<file path="src/rtl/debounce_pkg.sv">
// Shared types and constants for the debounce_sync block: FSM state encoding
// and glitch-counter sizing.
package debounce_pkg;

    typedef enum logic [1:0] {
        ST_STABLE_LO = 2'b00,
        ST_CHK_HI    = 2'b01,
        ST_STABLE_HI = 2'b10,
        ST_CHK_LO    = 2'b11
    } state_t;

    localparam int                  GLITCH_W   = 8;
    localparam logic [GLITCH_W-1:0] GLITCH_MAX = 8'd255;

endpackage

</file>
<file path="src/rtl/debounce_sync_if.sv">
// Signal bundle between a raw switch source and the debouncer.
// The slave modport is the debouncer side.
interface debounce_sync_if
    import debounce_pkg::*;
();
    logic                din_raw;
    logic                dout;
    logic                rise;
    logic                fall;
    logic                busy;
    logic [GLITCH_W-1:0] glitch_cnt;

    modport master (
        output din_raw,
        input  dout, rise, fall, busy, glitch_cnt
    );

    modport slave (
        input  din_raw,
        output dout, rise, fall, busy, glitch_cnt
    );
endinterface

</file>
<file path="src/rtl/debounce_sync_sync_chain.sv">
// Multi-flop synchronizer for one asynchronous input; reusable for any
// asynchronous lab input. q is the last stage.
module sync_chain #(
    parameter int SYNC_STAGES = 2,
    parameter bit RESET_LEVEL = 1'b0
) (
    input  logic clk,
    input  logic rst_n,
    input  logic d,
    output logic q
);

    logic [SYNC_STAGES-1:0] stages;

    // NOTE: sequential state uses non-blocking assignments so every flop
    // samples the pre-edge value of its neighbour; blocking would collapse the chain.
    always_ff @(posedge clk or negedge rst_n) begin
        if (!rst_n) begin
            stages <= {SYNC_STAGES{RESET_LEVEL}};
        end else begin
            stages <= {stages[SYNC_STAGES-2:0], d};
        end
    end

    assign q = stages[SYNC_STAGES-1];

endmodule

</file>
<file path="src/rtl/debounce_sync.sv">
// Synchronizer plus counter-based debounce FSM for one mechanical input.
// Optional rejected-bounce counter enabled by `define DEBOUNCE_GLITCH_CNT_EN.
module debounce_sync
    import debounce_pkg::*;
#(
    parameter int SYNC_STAGES     = 2,
    parameter int DEBOUNCE_CYCLES = 1000,
    parameter bit RESET_LEVEL     = 1'b0
) (
    input  logic             clk,
    input  logic             rst_n,
    debounce_sync_if.slave   bus
);

    localparam int               CNT_W     = $clog2(DEBOUNCE_CYCLES + 1);
    localparam logic [CNT_W-1:0] CNT_LAST  = CNT_W'(DEBOUNCE_CYCLES - 1);
    localparam state_t           RST_STATE = RESET_LEVEL ? ST_STABLE_HI : ST_STABLE_LO;

    logic             sync_q;
    state_t           state;
    logic [CNT_W-1:0] cnt;
    logic             dout_q;
    logic             rise_q;
    logic             fall_q;
    logic             busy_q;

    sync_chain #(
        .SYNC_STAGES (SYNC_STAGES),
        .RESET_LEVEL (RESET_LEVEL)
    ) u_sync (
        .clk   (clk),
        .rst_n (rst_n),
        .d     (bus.din_raw),
        .q     (sync_q)
    );

    // All outputs are registered alongside the state so busy/rise/fall line up with dout.
    always_ff @(posedge clk or negedge rst_n) begin
        if (!rst_n) begin
            state  <= RST_STATE;
            cnt    <= '0;
            dout_q <= RESET_LEVEL;
            rise_q <= 1'b0;
            fall_q <= 1'b0;
            busy_q <= 1'b0;
        end else begin
            rise_q <= 1'b0;
            fall_q <= 1'b0;
            case (state)
                ST_STABLE_LO: begin
                    if (sync_q) begin
                        state  <= ST_CHK_HI;
                        cnt    <= CNT_W'(1);
                        busy_q <= 1'b1;
                    end
                end
                ST_CHK_HI: begin
                    if (!sync_q) begin
                        state  <= ST_STABLE_LO;
                        cnt    <= '0;
                        busy_q <= 1'b0;
                    end else if (cnt == CNT_LAST) begin
                        state  <= ST_STABLE_HI;
                        cnt    <= '0;
                        dout_q <= 1'b1;
                        rise_q <= 1'b1;
                        busy_q <= 1'b0;
                    end else begin
                        cnt <= cnt + CNT_W'(1);
                    end
                end
                ST_STABLE_HI: begin
                    if (!sync_q) begin
                        state  <= ST_CHK_LO;
                        cnt    <= CNT_W'(1);
                        busy_q <= 1'b1;
                    end
                end
                ST_CHK_LO: begin
                    if (sync_q) begin
                        state  <= ST_STABLE_HI;
                        cnt    <= '0;
                        busy_q <= 1'b0;
                    end else if (cnt == CNT_LAST) begin
                        state  <= ST_STABLE_LO;
                        cnt    <= '0;
                        dout_q <= 1'b0;
                        fall_q <= 1'b1;
                        busy_q <= 1'b0;
                    end else begin
                        cnt <= cnt + CNT_W'(1);
                    end
                end
                default: begin
                    state  <= RST_STATE;
                    cnt    <= '0;
                    busy_q <= 1'b0;
                end
            endcase
        end
    end

    assign bus.dout = dout_q;
    assign bus.rise = rise_q;
    assign bus.fall = fall_q;
    assign bus.busy = busy_q;

`ifdef DEBOUNCE_GLITCH_CNT_EN
    logic                reject;
    logic [GLITCH_W-1:0] glitch_q;

    // A rejected change is any qualification that falls back to its stable state.
    always_comb begin
        reject = ((state == ST_CHK_HI) && !sync_q) || ((state == ST_CHK_LO) && sync_q);
    end

    always_ff @(posedge clk or negedge rst_n) begin
        if (!rst_n) begin
            glitch_q <= '0;
        end else if (reject && (glitch_q != GLITCH_MAX)) begin
            glitch_q <= glitch_q + GLITCH_W'(1);
        end
    end

    assign bus.glitch_cnt = glitch_q;
`else
    assign bus.glitch_cnt = '0;
`endif

endmodule

</file>
<file path="src/flat_wrapper.sv">
// flat-port wrapper written by rule: the top's interface ports become plain ports
module debounce_sync_flat import debounce_pkg::*;
#(
    parameter int SYNC_STAGES     = 2,
    parameter int DEBOUNCE_CYCLES = 1000,
    parameter bit RESET_LEVEL     = 1'b0
)
  (clk, rst_n, bus_din_raw, bus_dout, bus_rise, bus_fall, bus_busy, bus_glitch_cnt);
  debounce_sync_if bus_i ();
  input  logic clk;
  input  logic rst_n;
  input wire logic [$bits(bus_i.din_raw)-1:0] bus_din_raw;
  output wire logic [$bits(bus_i.dout)-1:0] bus_dout;
  output wire logic [$bits(bus_i.rise)-1:0] bus_rise;
  output wire logic [$bits(bus_i.fall)-1:0] bus_fall;
  output wire logic [$bits(bus_i.busy)-1:0] bus_busy;
  output wire logic [$bits(bus_i.glitch_cnt)-1:0] bus_glitch_cnt;
  assign bus_i.din_raw = bus_din_raw;
  assign bus_dout = bus_i.dout;
  assign bus_rise = bus_i.rise;
  assign bus_fall = bus_i.fall;
  assign bus_busy = bus_i.busy;
  assign bus_glitch_cnt = bus_i.glitch_cnt;
  debounce_sync #(.SYNC_STAGES(SYNC_STAGES), .DEBOUNCE_CYCLES(DEBOUNCE_CYCLES), .RESET_LEVEL(RESET_LEVEL)) u_core (.clk(clk), .rst_n(rst_n), .bus(bus_i));
endmodule
</file>
<file path="config.mk">
export PLATFORM = sky130hd
export DESIGN_NAME = debounce_sync_flat
export DESIGN_NICKNAME = d
export VERILOG_FILES = /design/src/rtl/debounce_pkg.sv /design/src/rtl/debounce_sync_if.sv /design/src/rtl/debounce_sync_sync_chain.sv /design/src/rtl/debounce_sync.sv /design/src/flat_wrapper.sv
export SDC_FILE = /design/constraint.sdc
export NUM_CORES = 1
export LEC_CHECK = 0
export ABC_AREA = 1
export BUFFER_PORTS_ARGS = -buffer_cell sky130_fd_sc_hd__buf_2
export CORE_AREA = 3 3 49 51
export DETAILED_ROUTE_END_ITERATION = 10
export DIE_AREA = 0 0 52 54
export GPL_TIMING_DRIVEN = 0
export PLACE_DENSITY = 0.7
export SLEW_MARGIN = 30
export SYNTH_ARGS = -nofsm -noshare
export SYNTH_HDL_FRONTEND = slang
export SYNTH_SLANG_ARGS = --single-unit
</file>
<file path="constraint.sdc">
create_clock -name clk -period 1.79 [get_ports clk]
set_input_delay 0.179 -clock clk [delete_from_list [all_inputs] [get_ports clk]]
set_output_delay 0.179 -clock clk [all_outputs]
set_load 0.01 [all_outputs]
</file>
==> run metrics <==
outcome=finished, final reports clean; I/O pin count=15; sequential share of the synthesized area=around 44%; Final Net Count=between 100 and 150; post-synthesis async set-or-reset flop share=100%; initial core utilization=51.1%; Pre-antenna DRT Iters=4; Die Footprint=between 2000 and 3000 sq um; delay of the slowest critical-path stage=420 ps; drt via density=4.63; Fillers=around 190; crit start category=flip-flop; Clock Tree Root=clkbuf_4; Adder-Cell Fraction of Synth Area=roughly 1.2%; Max-Cap Viols=0; Die Ht=approximately 54 microns; layout cell share with drive strength beyond 1=a little over a quarter; post-synth top area share=between 40% and 50%; Final ANT Viol Nets=0; critical path's top delay family=simple AND/OR/NAND/NOR gates; Syn. warnings=0; min-delay worst type=in2async; GRT Residual Overflow=0; Worst Setup Path Type=reg2reg; # DRC=0; Placed Cells=about 160; most frequent cells in the layout=nand2_1 (22), dfrtp_1 (18), inv_1 (17); die outline width=~52 microns; TritonCTS Sinks=18; HPWL Detailed=between 1000 and 1500 microns; CTS buffer count=3; Initial DRC Count=18; skew final=~3.9 ps; Synth Register Bits=18; Antenna diodes=0; EDFF count, synth=0; Layout area overhead=13.1%; Pleak=0.603 nW; row cnt=16; vias after detailed routing=about 750; Post-Synth XOR/XNOR Area=3.46%; RSZ-0062 raised after global routing=false; critical path arrival=roughly 1600 ps; largest family of logic cells by synthesized area=simple AND/OR/NAND/NOR gates; initial antenna violation count=0; routability cong.=a little over 0.8; power per cell area=between 800 and 900 nW/um^2; IO buf count=6; mux share of post-synthesis cell area=0%; H-tree levels=1; Crit-path slowest cell=dfrtp_1; Buf/Inv on CP=0; Synth Cell Area=1010 sq um; top_reg_cell synth=dfrtp_1; largest net degree at the start of global routing=19; WL/cell=approximately 11 microns; global-route wire length before repair=roughly 3100 microns; Final period util=80.4%; Max VDD drop=between 0.6 and 0.7 mV; worst-path cell chain=ha_1 -> nand2_2 -> nor2_2 -> nand3_2 -> nand3_4 -> nand2_4 -> nand2_1 -> o21ai_1; commonest non-fill, non-tap cell in the layout=nand2_1; Cells after Synth=116; Highest Clock Rate=695 MHz; clock tree from TritonCTS=yes; drt total wl=about 1800 microns; mean post-synth cell area=~8.7 sq um; Total GRT Usage=15.6%; final setup violation count=0; Synth cell types=27; fin cells=approximately 160; total power=0.994 mW; core box area=~2000 sq um; top cell type by total area after synthesis=dfrtp_1; Hold Vio Cnt, Final=0; Synth Area in Compound Gates=under 10%; Critical Path Fanout Max=6; Max Slew Vio Count=0; Worst EP required=about 2000 ps; worst skew pair latency=roughly 290 ps; vias in the first global route=between 700 and 800; top cells by area, synth=dfrtp_1 (44%), nand2_1 (8.2%), inv_1 (6.3%); Worst setup EP type=flip-flop; Clock transition at path regs=90 ps; simple-gate area share of the yosys netlist=31.5%; Tmin final=between 1000 and 1500 ps; CTS Buffer Depth=2; setup tns final=0 ps
## kinds of logic after synthesis
kind of cell / Yosys count
and+or+nand+nor: 55
AOI/OAI and AO/OA: 11
buffers and inverters: 26
adders and majority gates: 1
other: 1
DFF: 18
xor gates and xnor gates: 4
## final timing paths
path	start	end	slack, ps	cells after the start
worst max-delay path	u_core.cnt[0]$_DFFE_PN0P_	u_core.bus.busy$_DFFE_PN0P_	350	8
worst min register to register	u_core.u_sync.stages[0]$_DFF_PN0_	u_core.u_sync.stages[1]$_DFF_PN0_	360	0
min in group clk	u_core.u_sync.stages[0]$_DFF_PN0_	u_core.u_sync.stages[1]$_DFF_PN0_	360	0
max in group asynchronous	rst_n	u_core.cnt[6]$_DFFE_PN0P_	1170	2
worst max register to register	u_core.cnt[0]$_DFFE_PN0P_	u_core.bus.busy$_DFFE_PN0P_	350	8
worst min-delay path	rst_n	u_core.cnt[0]$_DFFE_PN0P_	330	2
## report_power, final
| part | switching [mW] | internal (mW) | total [mW] |
|---|---|---|---|
| clock | 0.116 | 0.0784 | 0.195 |
| combinational | 0.162 | 0.106 | 0.268 |
| sequential | 0.0730 | 0.459 | 0.532 |
## Yosys cell counts, types with 3 or more instances
cell / number
nand2_1: 22
nor2_2: 3
xor2_1: 3
inv_1: 17
buf_4: 8
nand3_1: 4
o21ai_0: 3
nor2_1: 9
dfrtp_1: 18
o21ai_1: 3
nand2_2: 3
## cell type report
| class | instances | area (sq um) | share of cell area [%] |
|---|---|---|---|
| repair buffers | 8 | 50.0 | 4.37 |
| multi-input cells | 79 | 460 | 40.2 |
| plain buffers | 8 | 60.1 | 5.25 |
| flip-flops and latches | 18 | 450 | 39.3 |
| well taps | 27 | 33.8 | 2.95 |
| clock buffers | 3 | 22.5 | 1.97 |
| inverters | 18 | 67.6 | 5.90 |
## worst register-to-register path, delay by kind of cell (launching register included)
family / cells / cell delay (ps)
and+or+nand+nor: 6 / 590
DFF: 1 / 420
adders and majority gates: 1 / 250
AOI/OAI and AO/OA: 1 / 60
## sequential cells by signal (all words and copies together) (netlist names), named ones only
| name | flops |
|---|---|
| u_core.bus.dout | 1 |
| u_core.bus.fall | 1 |
| u_core.state | 1 |
| u_core.bus.busy | 1 |
| u_core.cnt | 10 |
| u_core.bus.rise | 1 |
| u_core.u_sync.stages | 2 |
## repair_timing
| action | CTS | global route |
|---|---|---|
| endpoints found under the hold margin | 19 | 0 |
| resized for setup | 0 | 0 |
| setup buffers | 0 | 0 |
| hold buffers | 2 | 0 |
| endpoints found under the setup margin | 0 | 0 |
## stage by stage
step	hold slack (ps)	worst slack (ps)	area, sq um	util [%]
2_1_floorplan	-117	542	1040	-
4_1_cts	347	355	1140	57.8
3_5_place_dp	130	380	1100	55.6
3_3_place_gp	125	407	1100	55.6
6_report	334	351	1140	57.8
5_1_grt	353	189	1140	57.8
## layer usage
layer / vias up / routed length [microns] / track usage (%)
met5: - / 0 / 0
met2: 18 / 847 / 24.9
met4: 0 / 37 / 7.86
met3: 4 / 99 / 4.99
met1: 337 / 816 / 18.9
li1: 386 / - / -
(Power assumes the default switching activity.)
